### src/rtl/game_flow_ctrl_if.sv
// Game-flow bus: per-frame event inputs and the game status outputs.
// The testbench drives the master side; the controller is the slave.
interface game_flow_ctrl_if;
   logic       frame_tick;
   logic       start;
   logic       hit;
   logic       goal;
   logic [1:0] state;
   logic       step_en;
   logic       player_rst;
   logic [2:0] level;
   logic [1:0] lives;
   logic [7:0] score;

   modport master (
      output frame_tick, start, hit, goal,
      input  state, step_en, player_rst, level, lives, score
   );

   modport slave (
      input  frame_tick, start, hit, goal,
      output state, step_en, player_rst, level, lives, score
   );
endinterface

### src/rtl/game_flow_ctrl.sv
// Game flow controller: start/play/dying/over sequencing, obstacle step
// timing from frame ticks, and level/lives/score bookkeeping.
module game_flow_ctrl #(
   parameter int START_LIVES  = 3,
   parameter int MAX_LEVEL    = 7,
   parameter int BASE_DIV     = 30,
   parameter int DIV_STEP     = 4,
   parameter int DEATH_FRAMES = 60
) (
   input  logic              vga_clk,
   input  logic              reset,
   game_flow_ctrl_if.slave   bus
);

   typedef enum logic [1:0] {
      IDLE  = 2'b00,
      PLAY  = 2'b01,
      DYING = 2'b10,
      OVER  = 2'b11
   } state_t;

   state_t      state_q;
   logic        step_q;
   logic        prst_q;
   logic [2:0]  level_q;
   logic [1:0]  lives_q;
   logic [7:0]  score_q;
   logic [5:0]  fcnt_q;
   logic        hit_h_q;
   logic        goal_h_q;

   logic        hit_rise;
   logic        goal_rise;
   logic [5:0]  fcnt_inc;
   logic [5:0]  div;
   logic [11:0] sub;

   assign hit_rise  = bus.hit  & ~hit_h_q;
   assign goal_rise = bus.goal & ~goal_h_q;
   assign fcnt_inc  = fcnt_q + 6'd1;

   // Step interval shrinks with level; floor of 2 avoids underflow.
   always_comb begin
      sub = 12'(DIV_STEP) * 12'(level_q);
      div = 6'd2;
      if (12'(BASE_DIV) >= sub + 12'd2)
         div = 6'(12'(BASE_DIV) - sub);
   end

   // Game FSM with all outputs registered; pulses default low each cycle.
   always_ff @(posedge vga_clk) begin
      if (reset) begin
         state_q  <= IDLE;
         step_q   <= 1'b0;
         prst_q   <= 1'b0;
         level_q  <= 3'd0;
         lives_q  <= 2'(START_LIVES);
         score_q  <= 8'd0;
         fcnt_q   <= 6'd0;
         hit_h_q  <= 1'b0;
         goal_h_q <= 1'b0;
      end else begin
         hit_h_q  <= bus.hit;
         goal_h_q <= bus.goal;
         step_q   <= 1'b0;
         prst_q   <= 1'b0;
         unique case (state_q)
            IDLE, OVER: begin
               if (bus.start) begin
                  lives_q <= 2'(START_LIVES);
                  level_q <= 3'd0;
                  score_q <= 8'd0;
                  fcnt_q  <= 6'd0;
                  prst_q  <= 1'b1;
                  state_q <= PLAY;
               end
            end
            PLAY: begin
               if (hit_rise) begin
                  lives_q <= lives_q - 2'd1;
                  prst_q  <= 1'b1;
                  fcnt_q  <= 6'd0;
                  state_q <= (lives_q == 2'd1) ? OVER : DYING;
               end else if (goal_rise) begin
                  if (score_q != 8'hFF)
                     score_q <= score_q + 8'd1;
                  if (level_q < 3'(MAX_LEVEL))
                     level_q <= level_q + 3'd1;
                  prst_q <= 1'b1;
                  fcnt_q <= 6'd0;
               end else if (bus.frame_tick) begin
                  if (fcnt_inc == div) begin
                     step_q <= 1'b1;
                     fcnt_q <= 6'd0;
                  end else begin
                     fcnt_q <= fcnt_inc;
                  end
               end
            end
            DYING: begin
               if (bus.frame_tick) begin
                  if (fcnt_inc == 6'(DEATH_FRAMES)) begin
                     fcnt_q  <= 6'd0;
                     state_q <= PLAY;
                  end else begin
                     fcnt_q <= fcnt_inc;
                  end
               end
            end
            default: state_q <= IDLE;
         endcase
      end
   end

   assign bus.state      = state_q;
   assign bus.step_en    = step_q;
   assign bus.player_rst = prst_q;
   assign bus.level      = level_q;
   assign bus.lives      = lives_q;
   assign bus.score      = score_q;

endmodule

### src/flat_wrapper.sv
// flat-port wrapper written by rule: the top's interface ports become plain ports
module game_flow_ctrl_flat 
#(
   parameter int START_LIVES  = 3,
   parameter int MAX_LEVEL    = 7,
   parameter int BASE_DIV     = 30,
   parameter int DIV_STEP     = 4,
   parameter int DEATH_FRAMES = 60
)
  (vga_clk, reset, bus_frame_tick, bus_start, bus_hit, bus_goal, bus_state, bus_step_en, bus_player_rst, bus_level, bus_lives, bus_score);
  game_flow_ctrl_if bus_i ();
  input  logic vga_clk;
  input  logic reset;
  input wire logic [$bits(bus_i.frame_tick)-1:0] bus_frame_tick;
  input wire logic [$bits(bus_i.start)-1:0] bus_start;
  input wire logic [$bits(bus_i.hit)-1:0] bus_hit;
  input wire logic [$bits(bus_i.goal)-1:0] bus_goal;
  output wire logic [$bits(bus_i.state)-1:0] bus_state;
  output wire logic [$bits(bus_i.step_en)-1:0] bus_step_en;
  output wire logic [$bits(bus_i.player_rst)-1:0] bus_player_rst;
  output wire logic [$bits(bus_i.level)-1:0] bus_level;
  output wire logic [$bits(bus_i.lives)-1:0] bus_lives;
  output wire logic [$bits(bus_i.score)-1:0] bus_score;
  assign bus_i.frame_tick = bus_frame_tick;
  assign bus_i.start = bus_start;
  assign bus_i.hit = bus_hit;
  assign bus_i.goal = bus_goal;
  assign bus_state = bus_i.state;
  assign bus_step_en = bus_i.step_en;
  assign bus_player_rst = bus_i.player_rst;
  assign bus_level = bus_i.level;
  assign bus_lives = bus_i.lives;
  assign bus_score = bus_i.score;
  game_flow_ctrl #(.START_LIVES(START_LIVES), .MAX_LEVEL(MAX_LEVEL), .BASE_DIV(BASE_DIV), .DIV_STEP(DIV_STEP), .DEATH_FRAMES(DEATH_FRAMES)) u_core (.vga_clk(vga_clk), .reset(reset), .bus(bus_i));
endmodule
### config.mk
export PLATFORM = sky130hd
export DESIGN_NAME = game_flow_ctrl_flat
export DESIGN_NICKNAME = d
export VERILOG_FILES = /design/src/rtl/game_flow_ctrl_if.sv /design/src/rtl/game_flow_ctrl.sv /design/src/flat_wrapper.sv
export SDC_FILE = /design/constraint.sdc
export NUM_CORES = 1
export LEC_CHECK = 0
export CAP_MARGIN = 20
export CORE_MARGIN = 2
export CORE_UTILIZATION = 53
export DETAILED_ROUTE_END_ITERATION = 8
export PLACE_DENSITY = 0.79
export SLEW_MARGIN = 30
export SYNTH_ARGS = -nofsm -noshare
export SYNTH_HDL_FRONTEND = slang
export SYNTH_SLANG_ARGS = --single-unit
### constraint.sdc
create_clock -name vga_clk -period 2.4 [get_ports vga_clk]
set_input_delay 0.48 -clock vga_clk [delete_from_list [all_inputs] [get_ports vga_clk]]
set_output_delay 0.48 -clock vga_clk [all_outputs]
set_load 0.1 [all_outputs]
Yosys cells after proc, flatten, opt, wreduce, memory -nomap -nowiden

Index checks and enable logic that the tools add are counted.

Flip-flop bits (word level): 25
Bits in latches: 0
Memory bits (writable): 0
Memory bits (read-only): 0
Output and inout port bits: 17
Word-level logic and storage cells: 81
Memories kept: 0

$add $sub $neg: 6
Multiply operators: 0
Divide/modulo/power cells: 0
Order comparisons: 2
Eq/ne operators: 16
Shift operators: 0
Multiplexer cells: 33
Bitwise gates (word level): 6
Reduce and logical (&&, ||, !) cells: 9

Operators by type and width:

| cell                                                              | count |
|---|---|
| two-way mux 6 bit                                                 | 8 |
| two-way mux 8 bit                                                 | 4 |
| case mux 6 bit (3 select lines)                                   | 1 |
| case mux 8 bit (2 select lines)                                   | 1 |
| greater-or-equal comparator 5 x 12 -> 1 bit, first input constant | 1 |
| two-way mux 2 bit                                                 | 6 |
| two-way mux 3 bit                                                 | 4 |
| != test 2 x 1 -> 1 bit, second input constant                     | 5 |
| AND reduction 5 bit                                               | 2 |
| adder 8 x 1 -> 8 bit, second input constant                       | 1 |
| != test 8 bit, second input constant                              | 1 |
| adder 5 x 2 -> 6 bit, second input constant                       | 1 |
| adder 6 x 1 -> 6 bit, second input constant                       | 1 |
| == test 6 bit                                                     | 1 |
| == test 6 bit, second input constant                              | 1 |
| != test 2 bit, second input constant                              | 3 |
| case mux 2 bit (3 select lines)                                   | 1 |
| case mux 3 bit (2 select lines)                                   | 1 |
| AND reduction 3 bit                                               | 2 |
| subtractor 5 x 5 -> 6 bit, first input constant                   | 1 |
| two-way mux 1 bit                                                 | 5 |
| OR reduction 5 bit                                                | 1 |
| == test 2 x 1 -> 1 bit, second input constant                     | 2 |
| == test 2 bit, second input constant                              | 2 |
| 12 further kinds                                                  | 16 |

Longest topological paths before layout

Depth after elaboration: 9
Depth in mapped cells: 7
Gate-level depth less buffers: 7

Worst setup path after synthesis

No wires, ideal clock.

Path type: register to register
Start point: register u_core.state_q[0], in the netlist u_core.bus.state[0]
End point: register u_core.fcnt_q[0]
Setup time: 0.088 ns
Arrival: 2.606 ns
Required time: 2.312 ns
Path slack: -0.294 ns
Cell stages (with the launch flop): 7
Path buffers: 0
Clock period less this slack: 2.694 ns
Cells stage by stage: dfxtp_1 inv_1 ha_1 nand2b_4 or4b_4 o21bai_2 a311oi_2

Cells in the longest elaborated chain, start to end: 4

Ends and longest elaborated chain:

| what                                             | RTL line              | text |
|---|---|---|
| start: declaration                               | game_flow_ctrl.sv:22  | `state_t state_q;` |
| start signal: assignment                         | game_flow_ctrl.sv:83  | `state_q <= (lives_q == 2'd1) ? OVER : DYING;` |
| == test 2 bit or zero test 2 bit (tied branches) | game_flow_ctrl.sv:67  | `unique case (state_q)` |
| OR reduction 2 bit                               | game_flow_ctrl.sv:67  |  |
| != test 2 bit (no source line)                   | -                     |  |
| AND reduction 3 bit (no source line)             | -                     |  |
| end signal: assignment                           | game_flow_ctrl.sv:96  | `fcnt_q <= fcnt_inc;` |
| end signal: assignment                           | game_flow_ctrl.sv:106 | `fcnt_q <= fcnt_inc;` |
| end: declaration                                 | game_flow_ctrl.sv:28  | `logic [5:0] fcnt_q;` |

Parallel ways exist; a longest one is shown, timed or not.
A chain may end at the register's enable or synchronous reset.

Final worst setup path

Same ends and word-level chain as after synthesis.

==> reports/metrics.cfg <==
[drt]
dr.pass1.iters = 4
vias_per_cell = 5.92
wirelength_mm = 3.33
post-route-drc-count = 0
drt-initial-drc-count = 37
ant_nets = 0
wire_per_inst_um = 14.5
vias = 1356

[clock_network]
cts_buffers = 3
cts_tree = built
clockBufferDepth = 2
post_cts_buffers = 0
insertion_delay_ns = 0.33
cts_root_buffer = clkbuf_4
cts_hold_buf = 0
clk_pin_slew_worst_paths_ns = 0.15
htree_levels = 1
cts_sinks = 25
ctsResizeCount = 0

[power]
p_leak_nw = 0.684
combPwrFrac_pct = 57.7
powerDensity_nw_per_um2 = 995
ir_worst_vdd_v = 0.00144
switching_share_pct = 51.8
p_int_w = 0.000822
seq_power_share_pct = 30.9
p_switching_w = 0.000883
pwr-share-clk_pct = 11.4

[layout]
seq_area_um2 = 503
drive_above_1_share_pct = 20.6
antennaDiodeCount = 0
fin_util_pct = 68.0
multi_input_area_um2 = 890
syn2layout_area_growth_pct = 18.7
fin_nets = 214
n_fill_cell = 223

[synth]
synth_seq_cells = 25
synth.distinct_cells = 45
synth_area_per_cell_um2 = 8.44
synth_top_area_share_pct = 34.7
synth_edf_count = 0
syn-cell-area_um2 = 1440
synthCells = 171
yosys_warnings = 0
synthArstFlopShare_pct = 0
synth_flop_cell = dfxtp_1
syn-num-nets = 185
netlist_top_cells_count = 25 x dfxtp_1, 18 x nor2_1, 13 x nand2_1
ys_seq_area_share_pct = 34.7
synth_area_leaders = dfxtp_1 35%, ha_1 6.9%, xor2_1 4.9%
yosysTopAreaCell = dfxtp_1
post-synth-top-count-cell = dfxtp_1

[critical_path]
arrival_ns = 2.35
crit_type = register to register
crit_required_ns = 2.66
path_cells = inv_1 > ha_1 > nand2b_4 > or4b_4 > o21bai_2 > a311oi_2
cp_slowest_cell = or4b_4
slowest_delay_ns = 0.50
setup.worst_path.end_class = register
path_max_fanout = 7
cp-start-kind = register

[timing]
final_hold_viol_count = 0
finalSetupTns_ns = 0
final_max_slew_viol_count = 0
skew_ns = 0.0196
holdWs_ns = 0.507
worst_pin_slew_ns = 0.544
fmax_ghz = 0.479
setup_viol = 0
rsz0062_at_grt = no
finalCritPeriodShare_pct = 86.9
slew_headroom_pct = 63.5
period_needed_ns = 2.09

[floorplanning]
design.core.area_um2 = 2520
rows = 18
die_h_um = 56.2
start_util_pct = 57.2
dieArea_um2 = 3160
die_w_um = 56.2
io_pins = 23

[place]
routabilityCongestion = 0.881
port_buffers = 22
place_hpwl_mm = 2.61

[global_routing]
gr-total-overflow = 0
grt_pass1_wl_mm = 5.49
grt_pass1_vias = 1237
antenna_found_initial = 0
track_usage_pct = 21.8
grt_max_degree = 15

[job]
cap_violations = 0

[min_path]
hold_path_class = register to register

[run_status]
outcome = complete, no violations

power groups by stage:
stage / clock network (W) / logic, W / registers [W]
after CTS: 0.000194 / 0.000975 / 0.000528
after global placement: 0 / 0.000948 / 0.000535
final: 0.000194 / 0.000983 / 0.000528
after floorplan: 0 / 0.000427 / 0.000852
after detailed placement: 0 / 0.000973 / 0.000537
after global routing: 0.000211 / 0.00104 / 0.000541
layout make-up:
type | instances | area share (%)
clock buffer | 3 | 1.31
clock inverter | 1 | 0.292
multi-input combinational | 132 | 51.9
sequential | 25 | 29.3
tap | 30 | 2.19
inverter | 11 | 2.41
timing repair buffer | 27 | 12.6
worst max-delay path: cells and delay by family, from the launching register on:
family                     cells  cell delay, ns
buffers and inverters          1            0.07
and+or+nand+nor                2            0.69
AOI/OAI and AO/OA              2            0.48
adders and majority gates      1            0.39
DFF                            1            0.39
state kept, by name, summed over array words and instances, names as in the netlist:
register               count
u_core.bus.player_rst      1
u_core.bus.step_en         1
u_core.bus.lives           2
u_core.fcnt_q              6
u_core.goal_h_q            1
u_core.bus.state           2
u_core.bus.level           3
u_core.hit_h_q             1
u_core.bus.score           8
final timing paths:
check / endpoint / start / cells past startpoint / slack, ns
max: u_core.fcnt_q[0] / u_core.bus.state[0] / 6 / 0.31
min: u_core.bus.score[6] / u_core.bus.score[6] / 2 / 0.51
max reg2reg: u_core.fcnt_q[0] / u_core.bus.state[0] / 6 / 0.31
min reg2reg: u_core.bus.score[6] / u_core.bus.score[6] / 2 / 0.51
cell families (layout without fill, tap and decap cells):
logic type / count (synthesis) / in the layout / share of synthesized area (%)
XOR/XNOR: 11 / 11 / 7.63
buffers and inverters: 14 / 42 / 3.73
AND/OR/NAND/NOR: 73 / 73 / 28.2
AO/OA/AOI/OAI: 38 / 38 / 17.4
adder cells (fa/ha/maj): 8 / 8 / 6.93
flip-flops: 25 / 25 / 34.7
multiplexers: 2 / 2 / 1.39
routing by layer:
layer  track usage, %  routed length, um
met1             28.2               1560
met2             35.0               1570
met3             5.58                178
met4             7.48                 25
met5                0                  0
placed cells by master, fill, tap and decap left out, types with 2 or more instances in the layout:
| master | instances |
|---|---|
| mux2i_1 | 2 |
| ha_1 | 8 |
| a21oi_1 | 9 |
| buf_4 | 22 |
| nor3_1 | 5 |
| a31oi_1 | 3 |
| o21ai_1 | 6 |
| clkdlybuf4s50_1 | 5 |
| dfxtp_1 | 23 |
| o31ai_1 | 2 |
| nand2_1 | 13 |
| xnor2_1 | 2 |
| clkbuf_4 | 3 |
| or4_1 | 2 |
| nor2b_1 | 5 |
| o21ai_0 | 7 |
| nor2_1 | 18 |
| inv_1 | 10 |
| nand3_1 | 6 |
| dfxtp_2 | 2 |
| nand2b_1 | 2 |
| or3_1 | 5 |
| a32oi_1 | 2 |
| nand4_1 | 6 |
| xor2_1 | 8 |
through the flow:
step	cells	instance area, um2	setup WS [ns]	total power, W
2_1_floorplan	171	1450	0.0564	0.00128
3_3_place_gp	225	1690	0.224	0.00148
3_5_place_dp	225	1690	0.151	0.00151
4_1_cts	229	1710	0.321	0.00170
5_1_grt	229	1710	0.204	0.00179
6_report	229	1710	0.313	0.00170
No activity file was read; power rests on OpenSTA's default activity.
